[src/rtl/instr_fetch_unit.sv]
// Instruction fetch unit: single-outstanding memory fetcher that fills a
// small prefetch FIFO of {pc, word} entries for the decode stage.

package ifu_pkg;
  typedef struct packed {
    logic [31:0] pc;
    logic [31:0] word;
  } ifu_entry_t;
endpackage

// One prefetch FIFO slot; loads on its write strobe.
module ifu_slot
  import ifu_pkg::*;
(
  input  logic       CK_REF,
  input  logic       int_rst_n,
  input  logic       we_i,
  input  ifu_entry_t d_i,
  output ifu_entry_t q_o
);

  ifu_entry_t q_q;

  // Slot storage, cleared so the head outputs read zero out of reset.
  always_ff @(posedge CK_REF or negedge int_rst_n) begin
    if (!int_rst_n)  q_q <= '0;
    else if (we_i)   q_q <= d_i;
  end

  assign q_o = q_q;

endmodule

module instr_fetch_unit
  import ifu_pkg::*;
#(
  parameter logic [31:0] RESET_PC = 32'h0000_0000,
  parameter int          DEPTH    = 4
) (
  input  logic        CK_REF,
  input  logic        int_rst_n,
  input  logic        HALT,
  input  logic        REDIRECT,
  input  logic [31:0] REDIRECT_PC,
  output logic        IMEM_REQ,
  output logic [31:0] IMEM_ADDR,
  input  logic        IMEM_ACK,
  input  logic [31:0] IMEM_RDATA,
  output logic        INST_VALID,
  input  logic        INST_READY,
  output logic [31:0] INST_OUT,
  output logic [31:0] INST_PC_OUT,
  output logic [3:0]  FIFO_LEVEL
);

  localparam int         AW      = (DEPTH > 1) ? $clog2(DEPTH) : 1;
  localparam logic [3:0] DEPTH_L = 4'(DEPTH);

  localparam logic [1:0] S_IDLE    = 2'd0;
  localparam logic [1:0] S_WAIT    = 2'd1;
  localparam logic [1:0] S_DISCARD = 2'd2;

  logic [1:0]    state_q, state_d;
  logic [31:0]   pc_q, pc_d;
  logic          req_q, req_d;
  logic [31:0]   addr_q, addr_d;
  logic [AW-1:0] wr_ptr_q, wr_ptr_d;
  logic [AW-1:0] rd_ptr_q, rd_ptr_d;
  logic [3:0]    level_q, level_d;

  logic          issue, push, pop, nempty;
  logic [31:0]   redir_pc;
  logic          redirect_pc_unused;
  logic [DEPTH-1:0] slot_we;
  ifu_entry_t    push_entry;
  ifu_entry_t    slot_q [DEPTH];

  // Low address bits are forced to word alignment and never looked at.
  assign redir_pc           = {REDIRECT_PC[31:2], 2'b00};
  assign redirect_pc_unused = ^REDIRECT_PC[1:0];

  assign nempty = (level_q != 4'd0);

  // Only IDLE issues, so nothing is outstanding there and level < DEPTH
  // alone reserves the slot the ack will land in.
  assign issue = (state_q == S_IDLE) && !HALT && !REDIRECT && (level_q < DEPTH_L);
  // Acks keep landing under HALT: the memory side cannot be stalled.
  assign push  = (state_q == S_WAIT) && IMEM_ACK && !REDIRECT;
  assign pop   = nempty && INST_READY && !HALT && !REDIRECT;

  assign push_entry = '{pc: pc_q, word: IMEM_RDATA};

  // Fetch sequencing: one request in flight, stale responses swallowed.
  always_comb begin
    state_d = state_q;
    case (state_q)
      S_IDLE:    if (issue) state_d = S_WAIT;
      S_WAIT: begin
        if (IMEM_ACK)      state_d = S_IDLE;
        else if (REDIRECT) state_d = S_DISCARD;
      end
      S_DISCARD: if (IMEM_ACK) state_d = S_IDLE;
      default:   state_d = S_IDLE;
    endcase
  end

  // PC, request and FIFO bookkeeping; a redirect flushes everything.
  always_comb begin
    pc_d     = pc_q;
    req_d    = issue;
    addr_d   = addr_q;
    wr_ptr_d = wr_ptr_q;
    rd_ptr_d = rd_ptr_q;
    level_d  = level_q;
    if (issue) addr_d = pc_q;
    if (REDIRECT) begin
      pc_d     = redir_pc;
      wr_ptr_d = '0;
      rd_ptr_d = '0;
      level_d  = 4'd0;
    end else begin
      if (push) begin
        pc_d     = pc_q + 32'd4;
        wr_ptr_d = wr_ptr_q + AW'(1);
      end
      if (pop) rd_ptr_d = rd_ptr_q + AW'(1);
      level_d = level_q + {3'b000, push} - {3'b000, pop};
    end
  end

  // Control state registers.
  always_ff @(posedge CK_REF or negedge int_rst_n) begin
    if (!int_rst_n) begin
      state_q  <= S_IDLE;
      pc_q     <= RESET_PC;
      req_q    <= 1'b0;
      addr_q   <= RESET_PC;
      wr_ptr_q <= '0;
      rd_ptr_q <= '0;
      level_q  <= 4'd0;
    end else begin
      state_q  <= state_d;
      pc_q     <= pc_d;
      req_q    <= req_d;
      addr_q   <= addr_d;
      wr_ptr_q <= wr_ptr_d;
      rd_ptr_q <= rd_ptr_d;
      level_q  <= level_d;
    end
  end

  for (genvar i = 0; i < DEPTH; i++) begin : g_slot
    assign slot_we[i] = push && (wr_ptr_q == AW'(i));
    ifu_slot u_slot (
      .CK_REF    (CK_REF),
      .int_rst_n (int_rst_n),
      .we_i      (slot_we[i]),
      .d_i       (push_entry),
      .q_o       (slot_q[i])
    );
  end

  assign IMEM_REQ    = req_q;
  assign IMEM_ADDR   = addr_q;
  assign INST_VALID  = nempty;
  assign INST_OUT    = slot_q[rd_ptr_q].word;
  assign INST_PC_OUT = slot_q[rd_ptr_q].pc;
  assign FIFO_LEVEL  = level_q;

endmodule
[config.mk]
export PLATFORM = sky130hd
export DESIGN_NAME = instr_fetch_unit
export DESIGN_NICKNAME = d
export VERILOG_FILES = /design/src/rtl/instr_fetch_unit.sv
export SDC_FILE = /design/constraint.sdc
export NUM_CORES = 1
export LEC_CHECK = 0
export CORE_AREA = 3 3 193 195
export CTS_CLUSTER_SIZE = 40
export DETAILED_ROUTE_END_ITERATION = 12
export DIE_AREA = 0 0 196 198
export MAX_ROUTING_LAYER = met4
export PLACE_DENSITY_LB_ADDON = 0.25
export REMOVE_ABC_BUFFERS = 1
export SYNTH_ARGS = -nofsm -noshare
export SYNTH_HDL_FRONTEND = slang
export SYNTH_SLANG_ARGS = --single-unit
[constraint.sdc]
create_clock -name CK_REF -period 6.2 [get_ports CK_REF]
set_clock_uncertainty 0.1 [all_clocks]
set_input_delay 0.93 -clock CK_REF [delete_from_list [all_inputs] [get_ports CK_REF]]
set_output_delay 0.93 -clock CK_REF [all_outputs]
set_load 0.01 [all_outputs]
==> flow_metrics.py <==
metrics = {
    "yosys": {
        "synthesis.area_um2": 14200,
        "post_synth_num_cell_types": 45,
        "synth_area_per_cell_um2": 14.5,
        "yosys_register_bits": 319,
        "synthDominantAreaCellType": "sky130_fd_sc_hd__dfrtp_1",
        "synth.top_cells.by_count": "319 x sky130_fd_sc_hd__dfrtp_1, 258 x sky130_fd_sc_hd__mux2_2, 62 x sky130_fd_sc_hd__mux4_2, 49 x sky130_fd_sc_hd__clkbuf_1, 49 x sky130_fd_sc_hd__nand2_1",
        "async_reset_ff_share_pct": 100,
        "synth_ff_type": "sky130_fd_sc_hd__dfrtp_1",
        "synth.most_common_cell": "sky130_fd_sc_hd__dfrtp_1",
        "seq_area_frac_synth_pct": 56.3,
        "synth_enable_flop_cells": 0,
        "post_synth_inst_count": 977,
        "synth_top_cells_by_area": "sky130_fd_sc_hd__dfrtp_1 56%, sky130_fd_sc_hd__mux2_2 20%, sky130_fd_sc_hd__mux4_2 9.8%, sky130_fd_sc_hd__clkbuf_1 1.3%, sky130_fd_sc_hd__nand2_1 1.3%",
        "synth_top_cell_area_share_pct": 56.3,
        "synth-warning-count": 0,
    },
    "clock_network": {
        "post_cts.repair.setup_buffers": 0,
        "worstSkewPairLatency_ps": 510,
        "clkSinkCount": 319,
        "maximum_clock_insertion_buffer_count": 3,
        "cts_resized": 0,
        "holdBufCountCts": 0,
        "htree_num_levels": 2,
        "cts_buffers": 36,
        "tritoncts": "done",
        "clk_root_buffer_cell": "sky130_fd_sc_hd__clkbuf_16",
        "path_clk_slew_ps": 60,
    },
    "detailed_routing": {
        "drt_drc_violations_left": 0,
        "drt_first_pass_iters": 4,
        "viasPerCell": 5.33,
        "postRouteWirelength_mm": 32.3,
        "number_of_design_rule_violations_left_by_the_first_detailed_router_iteration": 300,
        "number_of_nets_with_antenna_violations_after_routing": 0,
        "wire_per_inst_um": 20.2,
        "total_vias_in_the_final_route": 8514,
    },
    "timing": {
        "headroom_to_the_max_slew_limit_pct": 26.8,
        "setup_violations": 0,
        "final_hold_violating_endpoints": 0,
        "worstMarginPinSlew_ps": 1100,
        "rsz_0062_raised_after_global_routing": "false",
        "timing_max_transition_violations_final": 0,
        "finalCritPeriodShare_pct": 67.6,
        "final.setup.worst_slack_ps": 2010,
        "fmax_ghz": 0.239,
        "finalSetupTns_ps": 0,
        "min_period_ps": 4190,
    },
    "power": {
        "portion_of_total_power_attributed_to_the_clock_network_pct": 29.4,
        "pwr_density_cell_nw_per_um2": 391,
        "p_sw_share_pct": 27.0,
        "seq_power_share_pct": 41.7,
        "power_switching_uw": 1820,
        "max-vdd-ir-drop_uv": 215,
        "power_report.internal_total_uw": 4940,
        "power_frac_comb_pct": 28.9,
        "total_leakage_power_uw": 0.00772,
    },
    "finish": {
        "layout_cells_sized_above_1_pct": 34.3,
        "final_cells": 1597,
        "antenna_cells": 0,
        "finish.net_count": 1195,
        "syn_to_final_growth_pct": 21.8,
    },
    "placed_design": {
        "gp_congestion": 0.752,
        "detailed_place_hpwl_mm": 19.7,
        "placed_cells_incl_taps": 1537,
        "placement.setup.worst_slack_ps": 2450,
        "port_buffers": 165,
    },
    "global_route": {
        "first_global_vias": 9068,
        "grt_max_degree": 152,
        "aggregate_global_route_resource_usage_pct": 17.5,
        "overflow": 0,
        "grt_antenna_before_repair": 0,
        "grt_pass1_wl_mm": 52.1,
    },
    "worst_hold_path": {
        "min-delay-path-class": "input port to asynchronous set/reset pin",
    },
    "setup_path": {
        "critPathMaxFanout": 42,
        "worst_setup_path_start_kind": "flip-flop",
        "crit_path_max_incr_delay_ps": 1020,
        "crit_path_top_delay_cell": "sky130_fd_sc_hd__dfrtp_4",
        "arrival_ps": 3160,
        "timing.reg2reg.setup_slack_ps": 3550,
        "timing.critical_path.required_ps": 5170,
        "timing.reg2reg.worst_path_depth": 11,
        "ff_to_ff_start": "FIFO_LEVEL[2]$_DFF_PN0_",
        "cp_cell_sequence": "buf_4 -> mux4_2 -> clkdlybuf4s50_1",
        "setup.worst_path.class": "flip-flop to primary output",
        "startpoint": "rd_ptr_q[0]$_DFFE_PN0P_",
        "endpoint_kind": "primary output",
        "regToRegEndpoint": "FIFO_LEVEL[2]$_DFF_PN0_",
    },
    "run": {
        "max_cap_violations": 0,
    },
    "floorplanning": {
        "top_level_ports": 172,
        "core-area_um2": 35600,
        "die_x_um": 196,
        "starting_utilization_of_the_core_area_pct": 39.9,
        "floorplan_die_height_um": 198,
        "row_count": 69,
        "dieArea_um2": 38800,
    },
    "run_status": {
        "run_status": "finished clean",
    },
}
==> worst max-delay path, delay by kind of cell (launching register included) <==
kind / cells / cell delay (ps)
buffers and inverters: 2 / 1000
flip-flops: 1 / 1020
multiplexers: 1 / 550
==> metal layers <==
layer | track usage, % | share of wire [%] | vias to the layer above
met4 | 3.70 | 1.8 | 0
met1 | 24.5 | 47 | 4454
met3 | 2.67 | 3.9 | 42
li1 | - | - | 3851
met5 | - | 0 | -
met2 | 27.3 | 47 | 167
==> power by group through the flow <==
stage | clock [uW] | combinational (uW) | sequential [uW]
2_1_floorplan | 0 | 983 | 2820
3_3_place_gp | 0 | 1960 | 2850
3_5_place_dp | 0 | 1990 | 2870
4_1_cts | 2040 | 2000 | 2830
5_1_grt | 2130 | 2110 | 2890
6_report | 1990 | 1960 | 2820
==> sequential cells by signal (all words and copies together), names as in the netlist <==
| register | count |
|---|---|
| state_q | 2 |
| IMEM_ADDR | 30 |
| wr_ptr_q | 2 |
| pc_q | 30 |
| rd_ptr_q | 2 |
| FIFO_LEVEL | 4 |
| g_slot.u_slot.q_o | 248 |
| IMEM_REQ | 1 |
==> logic make-up (layout without fill, tap and decap cells) <==
logic type               count (synthesis)  in the layout  synth area share [%]
flip-flops                             319            319                  56.3
buffers and inverters                   94            250                  2.87
adder cells (fa/ha/maj)                 11             11                  1.02
AND/OR/NAND/NOR                        149            149                  5.62
multiplexers                           322            322                  30.5
XOR/XNOR                                15             15                 0.926
other                                    1              4                0.0264
AO/OA/AOI/OAI                           66             66                  2.80
==> worst max path at each step <==
stage	end	slack [ps]	depth (start not counted)
floorplan	IMEM_ADDR[10]$_DFFE_PN0P_	1480	2
global placement	INST_PC_OUT[28]	2460	3
detailed placement	INST_PC_OUT[25]	2450	3
CTS	INST_PC_OUT[28]	1890	3
global route	INST_PC_OUT[28]	1780	3
finish	INST_PC_OUT[25]	2010	3
==> placed cells by master, fill, tap and decap left out, types with 3 or more instances in the layout <==
| cell type | instances |
|---|---|
| sky130_fd_sc_hd__nand2_1 | 45 |
| sky130_fd_sc_hd__buf_4 | 10 |
| sky130_fd_sc_hd__inv_1 | 14 |
| sky130_fd_sc_hd__nand3_1 | 23 |
| sky130_fd_sc_hd__clkbuf_16 | 37 |
| sky130_fd_sc_hd__mux2_2 | 258 |
| sky130_fd_sc_hd__a31oi_1 | 12 |
| sky130_fd_sc_hd__nor2_1 | 21 |
| sky130_fd_sc_hd__conb_1 | 4 |
| sky130_fd_sc_hd__clkbuf_1 | 15 |
| sky130_fd_sc_hd__nand2_4 | 4 |
| sky130_fd_sc_hd__clkinv_2 | 4 |
| sky130_fd_sc_hd__nor2b_1 | 3 |
| sky130_fd_sc_hd__or4_1 | 17 |
| sky130_fd_sc_hd__or3_1 | 3 |
| sky130_fd_sc_hd__and3_1 | 6 |
| sky130_fd_sc_hd__dfrtp_1 | 317 |
| sky130_fd_sc_hd__clkbuf_8 | 3 |
| sky130_fd_sc_hd__clkdlybuf4s50_1 | 163 |
| sky130_fd_sc_hd__o31ai_1 | 12 |
| sky130_fd_sc_hd__nand4_1 | 6 |
| sky130_fd_sc_hd__ha_1 | 10 |
| sky130_fd_sc_hd__xnor2_1 | 9 |
| sky130_fd_sc_hd__xor2_1 | 6 |
| sky130_fd_sc_hd__mux4_2 | 62 |
| sky130_fd_sc_hd__o21ai_0 | 32 |
| sky130_fd_sc_hd__o211ai_1 | 5 |
| sky130_fd_sc_hd__and4_1 | 3 |
==> per-stage QoR <==
stage / hold slack, ps / power [uW] / cell area, um^2 / utilization [%]
floorplan: 345 / 3800 / 13800 / -
global placement: 356 / 4810 / 16200 / 45.6
detailed placement: 367 / 4850 / 16200 / 45.6
CTS: 380 / 6870 / 17300 / 48.6
global route: 393 / 7130 / 17300 / 48.6
finish: 334 / 6770 / 17300 / 48.6
==> final cells by class <==
class                           count  area, um^2
Fill cell                        3142       18300
Clock buffer                       55        1020
Tap cell                          461         577
Inverter                           14        52.6
Multi-Input combinational cell    567        5840
Sequential cell                   319        7990
Timing Repair Buffer              176        1750
Clock inverter                      5        50.0
Power figures use the tool's default switching activity.
